`src/rtl/tpx3_lane_align_pkg.sv`:
```
// Shared Timepix3 8b10b definitions: K28.5 codes, 7-bit comma patterns,
// word-alignment FSM encoding and small saturating-counter helpers.
package tpx3_lane_align_pkg;

   typedef logic [9:0] word10_t;

   // K28.5 in both running disparities; bit 9 is the first bit on the wire
   localparam word10_t K28_5_RDN = 10'b0011111010;
   localparam word10_t K28_5_RDP = 10'b1100000101;

   // 7-bit comma sequences that only occur at a symbol boundary
   localparam logic [6:0] COMMA_P7 = 7'b0011111;
   localparam logic [6:0] COMMA_N7 = 7'b1100000;

   // Highest deserialiser slip offset before wrapping to 0
   localparam logic [3:0] SLIP_OFFSET_MAX = 4'd9;

   typedef enum logic [1:0] {
      ST_SEARCH    = 2'd0,
      ST_SLIP_WAIT = 2'd1,
      ST_CONFIRM   = 2'd2,
      ST_LOCKED    = 2'd3
   } align_state_e;

   function automatic logic [15:0] sat_inc16(input logic [15:0] v);
      return (v == 16'hFFFF) ? v : v + 16'd1;
   endfunction

   function automatic logic [7:0] sat_inc8(input logic [7:0] v);
      return (v == 8'hFF) ? v : v + 8'd1;
   endfunction

   function automatic logic [3:0] slip_next(input logic [3:0] v);
      return (v >= SLIP_OFFSET_MAX) ? 4'd0 : v + 4'd1;
   endfunction

endpackage

```
`src/rtl/tpx3_lane_align_if.sv`:
```
// Lane-side bundle: raw deserialised words in, aligned words and status out.
interface tpx3_lane_align_if;
   import tpx3_lane_align_pkg::*;

   word10_t     DATA_IN;
   logic        DATA_VALID;
   logic        BITSLIP;
   logic        LOCKED;
   word10_t     DATA_OUT;
   logic        DATA_OUT_VALID;
   logic [3:0]  SLIP_CNT;
   logic [15:0] ERR_CNT;
   logic [7:0]  LOSS_CNT;

   // Deserialiser / test side
   modport master (
      output DATA_IN, DATA_VALID,
      input  BITSLIP, LOCKED, DATA_OUT, DATA_OUT_VALID, SLIP_CNT, ERR_CNT, LOSS_CNT
   );

   // Aligner side
   modport slave (
      input  DATA_IN, DATA_VALID,
      output BITSLIP, LOCKED, DATA_OUT, DATA_OUT_VALID, SLIP_CNT, ERR_CNT, LOSS_CNT
   );

endinterface

```
`src/rtl/tpx3_comma_detect.sv`:
```
// Combinational comma finder over {previous valid word, current word}.
// Offset 0 (current word bits 9:3) is the aligned position; offsets 1..9
// start inside the previous word and indicate a word-boundary slip.
module tpx3_comma_detect
   import tpx3_lane_align_pkg::*;
(
   input  logic [19:0] window_i,
   output logic        aligned_o,
   output logic        misaligned_o
);

   logic hit;

   // Aligned K28.5 wins over any off-boundary comma in the same window
   always_comb begin
      aligned_o    = (window_i[9:0] == K28_5_RDN) || (window_i[9:0] == K28_5_RDP);
      hit          = 1'b0;
      for (int k = 1; k <= 9; k++) begin
         if ((window_i[k+3 +: 7] == COMMA_P7) || (window_i[k+3 +: 7] == COMMA_N7)) begin
            hit = 1'b1;
         end
      end
      misaligned_o = hit && !aligned_o;
   end

endmodule

```
`src/rtl/tpx3_lane_align.sv`:
```
// Timepix3 DataOut lane word aligner: hunts for K28.5 at the word boundary,
// requests deserialiser bitslips when none is found, confirms lock over a run
// of aligned commas and drops lock after repeated misaligned commas.
module tpx3_lane_align
   import tpx3_lane_align_pkg::*;
#(
   parameter int unsigned SEARCH_WIN = 64,
   parameter int unsigned SLIP_WAIT  = 4,
   parameter int unsigned LOCK_COUNT = 16,
   parameter int unsigned LOSS_COUNT = 4
) (
   input  logic             CLK,
   input  logic             RST_N,
   tpx3_lane_align_if.slave lane
);

   localparam int unsigned WIN_W  = $clog2(SEARCH_WIN + 1);
   localparam int unsigned WAIT_W = $clog2(SLIP_WAIT + 1);
   localparam int unsigned CMA_W  = $clog2(LOCK_COUNT + 1);
   localparam int unsigned LOSS_W = $clog2(LOSS_COUNT + 1);

   // Terminal values: the event that reaches the count happens while the
   // register still holds count-1
   localparam logic [WIN_W-1:0]  WIN_LAST  = WIN_W'(SEARCH_WIN - 1);
   localparam logic [WAIT_W-1:0] WAIT_LAST = WAIT_W'(SLIP_WAIT - 1);
   localparam logic [CMA_W-1:0]  CMA_LAST  = CMA_W'(LOCK_COUNT - 1);
   localparam logic [LOSS_W-1:0] LOSS_LAST = LOSS_W'(LOSS_COUNT - 1);

   align_state_e      state_q, state_d;
   logic [WIN_W-1:0]  win_q, win_d;
   logic [WAIT_W-1:0] wait_q, wait_d;
   logic [CMA_W-1:0]  cma_q, cma_d;
   logic [LOSS_W-1:0] loss_q, loss_d;
   word10_t           prev_q, prev_d;
   logic [3:0]        slip_cnt_q, slip_cnt_d;
   logic [15:0]       err_q, err_d;
   logic [7:0]        loss_cnt_q, loss_cnt_d;
   logic              bitslip_q, bitslip_d;
   word10_t           dout_q, dout_d;
   logic              dvld_q, dvld_d;

   logic              aligned;
   logic              misaligned;

   tpx3_comma_detect u_comma (
      .window_i     ({prev_q, lane.DATA_IN}),
      .aligned_o    (aligned),
      .misaligned_o (misaligned)
   );

   // Next-state and counter updates; invalid words only advance SLIP_WAIT
   always_comb begin
      state_d    = state_q;
      win_d      = win_q;
      wait_d     = wait_q;
      cma_d      = cma_q;
      loss_d     = loss_q;
      slip_cnt_d = slip_cnt_q;
      err_d      = err_q;
      loss_cnt_d = loss_cnt_q;
      bitslip_d  = 1'b0;
      prev_d     = lane.DATA_VALID ? lane.DATA_IN : prev_q;
      dout_d     = lane.DATA_IN;
      dvld_d     = lane.DATA_VALID && (state_q == ST_LOCKED);

      case (state_q)
         ST_SLIP_WAIT: begin
            // Deserialiser output is unsettled after a slip: count cycles, not words
            if (wait_q == WAIT_LAST) begin
               state_d = ST_SEARCH;
               wait_d  = '0;
               win_d   = '0;
            end else begin
               wait_d = wait_q + 1'b1;
            end
         end

         ST_SEARCH: begin
            if (lane.DATA_VALID) begin
               if (aligned) begin
                  cma_d   = CMA_W'(1);
                  state_d = (LOCK_COUNT <= 1) ? ST_LOCKED : ST_CONFIRM;
                  loss_d  = '0;
               end else if (win_q == WIN_LAST) begin
                  bitslip_d  = 1'b1;
                  slip_cnt_d = slip_next(slip_cnt_q);
                  state_d    = ST_SLIP_WAIT;
                  win_d      = '0;
                  wait_d     = '0;
               end else begin
                  win_d = win_q + 1'b1;
               end
            end
         end

         ST_CONFIRM: begin
            if (lane.DATA_VALID) begin
               if (aligned) begin
                  if (cma_q == CMA_LAST) begin
                     state_d = ST_LOCKED;
                     loss_d  = '0;
                  end else begin
                     cma_d = cma_q + 1'b1;
                  end
               end else begin
                  // A single stray word restarts the hunt at the current offset
                  state_d = ST_SEARCH;
                  cma_d   = '0;
                  win_d   = '0;
               end
            end
         end

         ST_LOCKED: begin
            if (lane.DATA_VALID) begin
               if (aligned) begin
                  loss_d = '0;
               end else if (misaligned) begin
                  err_d = sat_inc16(err_q);
                  if (loss_q == LOSS_LAST) begin
                     state_d    = ST_SEARCH;
                     loss_d     = '0;
                     win_d      = '0;
                     cma_d      = '0;
                     loss_cnt_d = sat_inc8(loss_cnt_q);
                  end else begin
                     loss_d = loss_q + 1'b1;
                  end
               end
            end
         end

         default: begin
            state_d = ST_SEARCH;
         end
      endcase
   end

   // State, counters and registered outputs; reset overrides every transition
   always_ff @(posedge CLK) begin
      if (!RST_N) begin
         state_q    <= ST_SEARCH;
         win_q      <= '0;
         wait_q     <= '0;
         cma_q      <= '0;
         loss_q     <= '0;
         prev_q     <= '0;
         slip_cnt_q <= '0;
         err_q      <= '0;
         loss_cnt_q <= '0;
         bitslip_q  <= 1'b0;
         dout_q     <= '0;
         dvld_q     <= 1'b0;
      end else begin
         state_q    <= state_d;
         win_q      <= win_d;
         wait_q     <= wait_d;
         cma_q      <= cma_d;
         loss_q     <= loss_d;
         prev_q     <= prev_d;
         slip_cnt_q <= slip_cnt_d;
         err_q      <= err_d;
         loss_cnt_q <= loss_cnt_d;
         bitslip_q  <= bitslip_d;
         dout_q     <= dout_d;
         dvld_q     <= dvld_d;
      end
   end

   assign lane.BITSLIP        = bitslip_q;
   assign lane.LOCKED         = (state_q == ST_LOCKED);
   assign lane.DATA_OUT       = dout_q;
   assign lane.DATA_OUT_VALID = dvld_q;
   assign lane.SLIP_CNT       = slip_cnt_q;
   assign lane.ERR_CNT        = err_q;
   assign lane.LOSS_CNT       = loss_cnt_q;

endmodule

```
`src/flat_wrapper.sv`:
```
// flat-port wrapper written by rule: the top's interface ports become plain ports
module tpx3_lane_align_flat import tpx3_lane_align_pkg::*;
#(
   parameter int unsigned SEARCH_WIN = 64,
   parameter int unsigned SLIP_WAIT  = 4,
   parameter int unsigned LOCK_COUNT = 16,
   parameter int unsigned LOSS_COUNT = 4
)
  (CLK, RST_N, lane_DATA_IN, lane_DATA_VALID, lane_BITSLIP, lane_LOCKED, lane_DATA_OUT, lane_DATA_OUT_VALID, lane_SLIP_CNT, lane_ERR_CNT, lane_LOSS_CNT);
  tpx3_lane_align_if lane_i ();
  input  logic CLK;
  input  logic RST_N;
  input wire logic [$bits(lane_i.DATA_IN)-1:0] lane_DATA_IN;
  input wire logic [$bits(lane_i.DATA_VALID)-1:0] lane_DATA_VALID;
  output wire logic [$bits(lane_i.BITSLIP)-1:0] lane_BITSLIP;
  output wire logic [$bits(lane_i.LOCKED)-1:0] lane_LOCKED;
  output wire logic [$bits(lane_i.DATA_OUT)-1:0] lane_DATA_OUT;
  output wire logic [$bits(lane_i.DATA_OUT_VALID)-1:0] lane_DATA_OUT_VALID;
  output wire logic [$bits(lane_i.SLIP_CNT)-1:0] lane_SLIP_CNT;
  output wire logic [$bits(lane_i.ERR_CNT)-1:0] lane_ERR_CNT;
  output wire logic [$bits(lane_i.LOSS_CNT)-1:0] lane_LOSS_CNT;
  assign lane_i.DATA_IN = lane_DATA_IN;
  assign lane_i.DATA_VALID = lane_DATA_VALID;
  assign lane_BITSLIP = lane_i.BITSLIP;
  assign lane_LOCKED = lane_i.LOCKED;
  assign lane_DATA_OUT = lane_i.DATA_OUT;
  assign lane_DATA_OUT_VALID = lane_i.DATA_OUT_VALID;
  assign lane_SLIP_CNT = lane_i.SLIP_CNT;
  assign lane_ERR_CNT = lane_i.ERR_CNT;
  assign lane_LOSS_CNT = lane_i.LOSS_CNT;
  tpx3_lane_align #(.SEARCH_WIN(SEARCH_WIN), .SLIP_WAIT(SLIP_WAIT), .LOCK_COUNT(LOCK_COUNT), .LOSS_COUNT(LOSS_COUNT)) u_core (.CLK(CLK), .RST_N(RST_N), .lane(lane_i));
endmodule
```
`config.mk`:
```
export PLATFORM = sky130hd
export DESIGN_NAME = tpx3_lane_align_flat
export DESIGN_NICKNAME = d
export VERILOG_FILES = /design/src/rtl/tpx3_lane_align_pkg.sv /design/src/rtl/tpx3_lane_align_if.sv /design/src/rtl/tpx3_comma_detect.sv /design/src/rtl/tpx3_lane_align.sv /design/src/flat_wrapper.sv
export SDC_FILE = /design/constraint.sdc
export NUM_CORES = 1
export LEC_CHECK = 0
export BUFFER_PORTS_ARGS = -buffer_cell sky130_fd_sc_hd__buf_2
export CAP_MARGIN = 20
export CORE_UTILIZATION = 57
export DETAILED_ROUTE_END_ITERATION = 6
export GPL_ROUTABILITY_DRIVEN = 0
export PLACE_DENSITY = 0.86
export SKIP_LAST_GASP = 1
export SYNTH_ARGS = -nofsm -noshare
export SYNTH_HDL_FRONTEND = slang
export SYNTH_SLANG_ARGS = --single-unit
```
`constraint.sdc`:
```
create_clock -name CLK -period 2.65 [get_ports CLK]
set_input_delay 0.265 -clock CLK [delete_from_list [all_inputs] [get_ports CLK]]
set_output_delay 0.265 -clock CLK [all_outputs]
set_load 0.1 [all_outputs]
```
==> flow_summary_export.csv, run 1 <==
group,metric,value,unit
layout,synthToLayoutAreaGrowth,13.81,%
drt,wire_per_inst,14.55,µm
hold_path,hold_class,"input pin to flop",
synth,synth.distinct_cells,59,
drt,routed_wl,7.845,mm
cts,clk_path_buf_depth,2,
synth,synth_top_cell_area_share,0.3851,
setup_path,crit_start,"u_core.prev_q[3]",
layout,drive_above_1_share,0.1897,
sta,max_clock_freq,426.6,MHz
layout,layout.nets,483,
synth,syn-cell-area,3587,µm²
synth,yosys_register_bits,69,
setup_path,critPathRequiredTime,2.93,ns
sta,relSlewSlack,0.6190,
synth,synth_cells,414,
synth,ys_async_sr_fraction,0,
cts,clk_pin_slew,0.07,ns
synth,ys.flop_type,"dfxtp_1",
die,die_area,6615,µm²
setup_path,crit_type,"flop to flop",
sta,worst_clock_skew,0.007012,ns
setup_path,crit_buf_inv,0,
setup_path,start_kind,"flop",
sta,worst_pin_slew,0.5716,ns
cts,cts-hold-fix-buffers,0,
synth,syn-num-nets,437,
place,io_buffers,53,
grt,grt_pass1_vias,2844,
setup_path,ff2ff_path_depth,7,
sta,slew_viol_final,0,
grt,grt_overflow,0,
setup_path,worstPathArrival,2.62,ns
setup_path,crit_family,"compound AO/OA/AOI/OAI gates",
power_and_ir_drop,leakagePower,1.821,nW
synth,synth_edf_count,0,
cts,cts_sinks,69,
setup_path,crit_path_max_incr_delay,0.51,ns
die,die_h,81.33,µm
drt,drtIter0Drc,175,
cts,cts_setup_buffers,0,
setup_path,cp_slowest_cell,"dfxtp_1",
grt,grt_max_degree,74,
power_and_ir_drop,p_total,2.112,mW
hold_path,min_path_cells,2,
synth,yosys_warnings,0,
synth,yosysTopAreaCell,"dfxtp_1",
hold_path,worstHoldEndpoint,"u_core.lane.DATA_OUT[1]",
place,dpl.hpwl,5.490,mm
sta,fin_setup_tns,0,ns
grt,grt_usage,0.2585,
die,fp-row-count,28,
drt,ant_nets,0,
cts,cts_max_level,3,
sta,hold_violations,0,
sta,rsz0062_at_grt,"no",
outcome,status,"finished, final reports clean",
drt,num_vias,3110,
sta,setup_slack,0.3061,ns
hold_path,holdCritStartpoint,"lane_DATA_IN[1]",
synth,synth_seq_area_share,0.3851,
cts,cts-root-buf,"clkbuf_8",
sta,layout_worst_path_cycle_share,0.8845,
die,die_x,81.33,µm
setup_path,r2r_start,"u_core.prev_q[3]",
die,start_util,0.5988,
power_and_ir_drop,ir_drop,0.0003195,V
synth,synth.most_common_cell,"dfxtp_1",
cts,cts_tree,"built",
cts,numCtsBuffers,9,
setup_path,cp_max_fo,9,
synth,synth_commonest_cells,"dfxtp_1 (69), nand2_1 (39), and2_1 (30)",
place,dp_slack,0.2695,ns
setup_path,r2r-end,"u_core.lane.LOSS_CNT[5]",
setup_path,cp_cell_sequence,"nand4b_1, o32ai_1, a2111oi_4, a211oi_4, nand2_2, or3_1, a21boi_1",
grt,antenna_found_initial,0,
drt,routed_via_density,5.770,
setup_path,end_kind,"flop",
setup_path,reg2reg_slack,0.31,ns
cts,clkLatencyLatePin,0.35,ns
run,cap_viol_max_count,0,
sta,hold_slack,0.1581,ns
sta,setup_viol_count_final,0,
synth,syn_avg_cell_area,8.665,µm²
sta,min_period,2.344,ns
synth,synth.area.top_cells,"dfxtp_1 (39%), and2_1 (5.2%), mux2i_1 (4.2%), nand2_1 (4.1%), nor2b_1 (3.7%)",
drt,drc,0,
power_and_ir_drop,p_per_area,517.2,nW/µm²
grt,grt_pass1_wl,12.96,mm
die,core,5991,µm²
drt,firstDrtPassIters,4,
layout,antenna_cells,0,
die,ios,54,
[per-layer routing]
layer  track usage  share of wire  vias to the layer above
met5             0              0                        -
met4        0.1464          0.032                        0
met3       0.04494          0.059                       22
met2        0.4317           0.47                      117
met1        0.3105           0.44                     1427
li1              -              -                     1544
[kinds of logic (layout without fill, tap and decap cells)]
group / Yosys count / after routing / synth area share
xor gates and xnor gates: 15 / 15 / 0.03662
and+or+nand+nor: 202 / 202 / 0.3230
DFF: 69 / 69 / 0.3851
AOI/OAI and AO/OA: 68 / 68 / 0.1374
adders and majority gates: 10 / 10 / 0.03488
muxes: 15 / 15 / 0.04185
buffers and inverters: 35 / 85 / 0.04115
[worst max path at each step]
stage	depth (start not counted)	end	slack (ns)
final	7	u_core.lane.LOSS_CNT[5]	0.31
after global routing	8	u_core.loss_q[0]	0.09
after CTS	8	u_core.loss_q[0]	0.23
after detailed placement	9	u_core.lane.ERR_CNT[13]	0.27
after global placement	8	u_core.lane.ERR_CNT[15]	0.37
after floorplan	9	u_core.lane.ERR_CNT[5]	0.06
[cell usage in the layout, fill, tap and decap left out, types with 15 or more instances in the layout]
master,synthesis,layout
and2_1,30,30
and3_1,17,17
buf_2,7,53
dfxtp_1,69,65
mux2i_1,15,15
nand2_1,39,38
nand3_1,22,22
nor2_1,21,21
nor2b_1,21,21
o21ai_0,15,15
[what timing repair did]
| action | in CTS | in global routing |
|---|---|---|
| resized for setup | 0 | 1 |
| endpoints found under the setup margin | 0 | 1 |
| endpoints found under the hold margin | 0 | 0 |
[flip-flops by register name, indices dropped and copies added (netlist names)]
| name | flops |
|---|---|
| u_core.win_q | 7 |
| u_core.lane.ERR_CNT | 16 |
| u_core.state_q | 2 |
| u_core.loss_q | 3 |
| u_core.prev_q | 9 |
| u_core.lane.SLIP_CNT | 4 |
| u_core.lane.DATA_OUT | 10 |
| u_core.cma_q | 5 |
| u_core.wait_q | 3 |
| u_core.lane.BITSLIP | 1 |
| u_core.lane.LOSS_CNT | 8 |
| u_core.lane.DATA_OUT_VALID | 1 |
[through the flow]
step                std cells  utilization  cell area, µm²
finish                    539       0.6815            4083
global route              539       0.6815            4083
CTS                       539       0.6811            4080
detailed placement        524       0.6493            3890
global placement          524       0.6493            3890
floorplan                 414            -            3592
[power breakdown]
part / switching (mW) / leakage, nW / internal (mW)
clock: 0.396 / 0.0992 / 0.454
combinational: 0.131 / 1.16 / 0.0550
sequential: 0.0209 / 0.563 / 1.05
[final cells by class]
cell class                 instances  area (µm²)
multi-input combinational        310        2061
fill                             471        1908
sequential                        69        1386
timing repair buffer              59       310.3
clock buffer                      11       141.4
tap                               75       93.84
clock inverter                     4       48.80
inverter                          11       41.29
Power figures use the tool's default switching activity.
==> run 2: changes to the inputs <==
--- a/config.mk
+++ b/config.mk
@@ -5,12 +5,12 @@
 export SDC_FILE = /design/constraint.sdc
 export NUM_CORES = 1
 export LEC_CHECK = 0
-export BUFFER_PORTS_ARGS = -buffer_cell sky130_fd_sc_hd__buf_2
 export CAP_MARGIN = 20
-export CORE_UTILIZATION = 57
+export CORE_UTILIZATION = 63
 export DETAILED_ROUTE_END_ITERATION = 6
+export DONT_BUFFER_PORTS = 1
 export GPL_ROUTABILITY_DRIVEN = 0
-export PLACE_DENSITY = 0.86
+export PLACE_DENSITY = 0.85
 export SKIP_LAST_GASP = 1
 export SYNTH_ARGS = -nofsm -noshare
 export SYNTH_HDL_FRONTEND = slang
==> flow_summary_export.csv, run 2 (synthesized netlist as in run 1, its figures left out) <==
group,metric,value,unit
outcome,status,"finished, final reports clean",
grt,grt_max_degree,75,
layout,layout_common_cells,"dfxtp_1 (65), nand2_1 (38), buf_4 (31)",
sta,relSlewSlack,0.3593,
layout,drive_above_1_share,0.1396,
die,die_x,77.46,µm
setup_path,critPathRequiredTime,2.90,ns
setup_path,ff2ff_path_depth,8,
layout,final_common_cell,"dfxtp_1",
sta,setup_viol_count_final,0,
grt,grt_pass1_vias,3012,
drt,wire_per_inst,16.13,µm
cts,numCtsBuffers,9,
grt,grt_pass1_wl,13.63,mm
die,die_h,77.46,µm
setup_path,crit_type,"flop to flop",
sta,rsz0062_at_grt,"no",
drt,ant_nets,0,
grt,grt_overflow,0,
cts,cts_tree,"built",
setup_path,cp_max_fo,14,
die,fp-row-count,27,
drt,routed_wl,8.208,mm
power_and_ir_drop,clockPowerShare,0.483,
sta,hold_violations,0,
drt,routed_via_density,6.051,
drt,drtIter0Drc,257,
die,ios,54,
cts,clkLatencyLatePin,0.35,ns
sta,slew_viol_final,0,
power_and_ir_drop,pwr-share-seq,0.484,
run,cap_viol_max_count,0,
layout,layout.nets,455,
sta,fin_setup_tns,0,ns
layout,multi_input_area,2061,µm²
cts,cts-root-buf,"clkbuf_8",
hold_path,min_path_cells,2,
drt,firstDrtPassIters,5,
setup_path,start_kind,"flop",
power_and_ir_drop,p_per_area,575.4,nW/µm²
power_and_ir_drop,combPwrFrac,0.033,
hold_path,hold_class,"input pin to flop",
die,die_area,6000,µm²
layout,synthToLayoutAreaGrowth,13.57,%
sta,hold_slack,0.03361,ns
cts,clk_pin_slew,0.08,ns
layout,register_area,1386,µm²
place,io_buffers,0,
layout,final_cells,509,
layout,utilization,0.7398,
power_and_ir_drop,intPower,1.816,mW
cts,cts_setup_buffers,0,
place,place_inst,493,
power_and_ir_drop,ir_drop,0.0003695,V
drt,num_vias,3080,
layout,largest_reg_flops,16,
setup_path,end_kind,"flop",
cts,cts_max_level,3,
setup_path,worstPathArrival,2.68,ns
die,core,5507,µm²
cts,cts_sinks,69,
grt,antenna_found_initial,0,
place,dpl.hpwl,5.484,mm
layout,antenna_cells,0,
sta,worst_clock_skew,0.005167,ns
drt,drc,0,
grt,grt_usage,0.2852,
sta,max_clock_freq,411.7,MHz
power_and_ir_drop,swShare,0.2252,
cts,clk_path_buf_depth,2,
layout,fillers,395,
die,start_util,0.6514,
sta,layout_worst_path_cycle_share,0.9165,
power_and_ir_drop,power.switching,0.5279,mW
sta,min_period,2.429,ns
sta,worst_pin_slew,0.9598,ns
power_and_ir_drop,leakagePower,1.714,nW
## run 2: cell types whose count changed in the layout (fill, tap and decap cells not counted), moves of 2 or more
| cell | before | now |
|---|---|---|
| clkinvlp_4 | 0 | 2 |
| bufinv_16 | 1 | 4 |
| buf_4 | 6 | 31 |
| buf_2 | 53 | 0 |
| clkinv_2 | 2 | 0 |
## run 2: layer usage
layer | GRT usage | vias to the layer above | wire length, µm
met5 | 0 | - | 0
met4 | 0.1434 | 0 | 265
met3 | 0.08118 | 28 | 536
met2 | 0.4867 | 109 | 4029
met1 | 0.3236 | 1440 | 3376
li1 | - | 1503 | -
## run 2: path summary, 6_finish.rpt
check | endpoint | startpoint | slack (ns)
worst max-delay path | u_core.loss_q[0] | u_core.prev_q[2] | 0.22
worst min-delay path | u_core.win_q[6] | RST_N | 0.03
worst max register to register | u_core.loss_q[0] | u_core.prev_q[2] | 0.22
worst min register to register | u_core.win_q[6] | u_core.win_q[6] | 0.44
## run 2: cell type report
type                    count  share of cell area
multi-input cells         310              0.5058
inverters                  11             0.01014
flip-flops and latches     69              0.3403
clock buffers              10             0.03133
repair buffers             31             0.05713
well taps                  72             0.02211
clock inverters             6             0.03317
## run 2: stage by stage
step                total power, mW  instance area (µm²)  setup slack, ns
detailed placement            1.233                 3809           0.1815
global route                  2.412                 4074           0.1410
CTS                           2.350                 4071           0.1205
floorplan                     1.239                 3592          0.05851
finish                        2.344                 4074           0.2212
global placement              1.229                 3809           0.3088
## run 2: power groups by stage
stage	Sequential [mW]	Clock [mW]	Combinational, mW
after floorplan	1.15	0	0.0941
after global routing	1.14	1.19	0.0843
after detailed placement	1.16	0	0.0744
after global placement	1.16	0	0.0718
final	1.14	1.13	0.0768
after CTS	1.13	1.14	0.0763
## run 2: repair_timing
| item | CTS | global route |
|---|---|---|
| hold endpoints to repair | 0 | 0 |
| endpoints found under the setup margin | 0 | 3 |
| hold buffers | 0 | 0 |
| gates resized for setup | 0 | 1 |
## run 2: worst max-delay path: stages, from the launching register on
cell and delay [ns]:
dfxtp_1 0.52, nor2_1 0.09, nand3_1 0.13, o32ai_1 0.13, a2111oi_4 0.54, nand2_2 0.30, o21ai_1 0.34, mux2i_1 0.22
nor2b_1 0.06
==> run 3: changes to the inputs <==
==> constraint.sdc (replaced) <==
create_clock -name CLK -period 2.65 [get_ports CLK]
set_input_delay 0.265 -clock CLK [delete_from_list [all_inputs] [get_ports CLK]]
set_output_delay 0.265 -clock CLK [all_outputs]
set_load 0.005 [all_outputs]
==> flow_summary_export.csv, run 3 (synthesized netlist as in run 1, its figures left out) <==
group,metric,value,unit
outcome,status,"finished, final reports clean",
cts,clk_pin_slew,0.08,ns
sta,rsz0062_at_grt,"no",
hold_path,holdCritStartpoint,"RST_N",
power_and_ir_drop,p_per_area,569.7,nW/µm²
hold_path,min_path_cells,2,
run,cap_viol_max_count,0,
hold_path,hold_class,"input pin to flop",
setup_path,end_kind,"flop",
drt,wire_per_inst,15.73,µm
die,fp-row-count,27,
die,ios,54,
cts,cts-root-buf,"clkbuf_8",
setup_path,ff2ff_path_depth,7,
cts,cts_tree,"built",
die,die_area,6000,µm²
die,die_x,77.46,µm
cts,cts-hold-fix-buffers,0,
layout,final_cells,481,
cts,cts_max_level,3,
power_and_ir_drop,leakagePower,1.553,nW
layout,synthToLayoutAreaGrowth,6.906,%
drt,drtIter0Drc,168,
sta,setup_viol_count_final,0,
sta,max_clock_freq,412.7,MHz
cts,cts_resized,0,
setup_path,crit_cells,7,
place,dpl.hpwl,5.176,mm
setup_path,r2r-end,"u_core.lane.LOSS_CNT[5]",
layout,drive_above_1_share,0.07090,
drt,routed_wl,7.564,mm
die,core,5507,µm²
drt,routed_via_density,6.133,
setup_path,crit_buf_inv,0,
setup_path,critPathRequiredTime,2.92,ns
hold_path,worstHoldEndpoint,"u_core.win_q[6]",
drt,num_vias,2950,
grt,gr-usage-met1,0.2995,
sta,fin_setup_tns,0,ns
grt,grt_pass1_wl,12.51,mm
drt,ant_nets,0,
setup_path,crit_path_max_incr_delay,0.50,ns
sta,hold_violations,0,
cts,numCtsBuffers,9,
sta,worst_clock_skew,0.006018,ns
setup_path,crit_type,"flop to flop",
layout,antenna_cells,0,
cts,cts_setup_buffers,0,
layout,largest_reg_flops,16,
grt,grt_max_degree,75,
layout,utilization,0.6964,
cts,cts_sinks,69,
drt,drc,0,
drt,firstDrtPassIters,4,
sta,min_period,2.423,ns
grt,gr-usage-met3,0.06588,
sta,relSlewSlack,0.6657,
grt,grt_usage,0.2601,
setup_path,cp_cell_sequence,"nand4b_1, o32ai_1, a2111oi_4, a211oi_4, nand2_2, or3_1, a21boi_1",
setup_path,cp_slowest_cell,"dfxtp_1",
grt,grt_pass1_vias,2748,
layout,layout.nets,427,
cts,clk_path_buf_depth,2,
sta,worst_pin_slew,0.4976,ns
layout,layout_common_cells,"dfxtp_1 (69), nand2_1 (38), and2_1 (30)",
setup_path,start_kind,"flop",
grt,antenna_found_initial,0,
layout,final_common_cell,"dfxtp_1",
setup_path,cp_max_fo,9,
place,io_buffers,0,
sta,slew_viol_final,0,
setup_path,reg2reg_slack,0.23,ns
power_and_ir_drop,ir_drop,0.0003020,V
cts,clkLatencyLatePin,0.34,ns
grt,top_usage_layer,"met2",
die,start_util,0.6514,
sta,layout_worst_path_cycle_share,0.9144,
grt,use_met2,0.4398,
place,place_inst,465,
layout,fillers,424,
die,die_h,77.46,µm
setup_path,r2r_start,"u_core.prev_q[3]",
setup_path,worstPathArrival,2.69,ns
setup_path,crit_family,"compound AO/OA/AOI/OAI gates",
grt,grt_overflow,0,
## run 3: layout make-up
type,instances,area (µm²),share of cell area
inverters,11,41.29,0.01077
well taps,72,90.09,0.02349
multi-input cells,310,2061,0.5374
clock inverters,6,111.4,0.02904
flip-flops and latches,69,1381,0.3602
clock buffers,10,127.6,0.03328
repair buffers,3,22.52,0.005873
## run 3: layer usage
metal | wire length, µm | vias up
met5 | 0 | -
met4 | 183 | 0
met3 | 496 | 17
met2 | 3660 | 101
met1 | 3223 | 1391
li1 | - | 1441
## run 3: worst max-delay path by stage
stage,start,endpoint,slack (ns)
final,u_core.prev_q[3],u_core.lane.LOSS_CNT[5],0.23
after global routing,u_core.prev_q[3],u_core.loss_q[0],0.06
after CTS,u_core.prev_q[3],u_core.lane.ERR_CNT[13],0.15
after detailed placement,u_core.prev_q[3],u_core.lane.ERR_CNT[13],0.20
after global placement,u_core.prev_q[2],u_core.lane.ERR_CNT[15],0.31
after floorplan,u_core.prev_q[4],u_core.cma_q[2],0.63
## run 3: per-stage QoR
step	setup WS, ns	instance area (µm²)	power [mW]	hold WS (ns)
final	0.2269	3835	2.185	0.03909
after global routing	0.05948	3835	2.254	0.03265
after CTS	0.1501	3832	2.196	0.02415
after detailed placement	0.1962	3593	1.175	0.3899
after global placement	0.3107	3593	1.171	0.3875
after floorplan	0.6286	3587	1.181	0.3867
## run 3: where the power goes
group	internal (mW)	switching [mW]	total, mW
combinational	0.0410	0.0344	0.0753
clock	0.625	0.407	1.03
sequential	1.05	0.0220	1.08
total	1.72	0.464	2.18
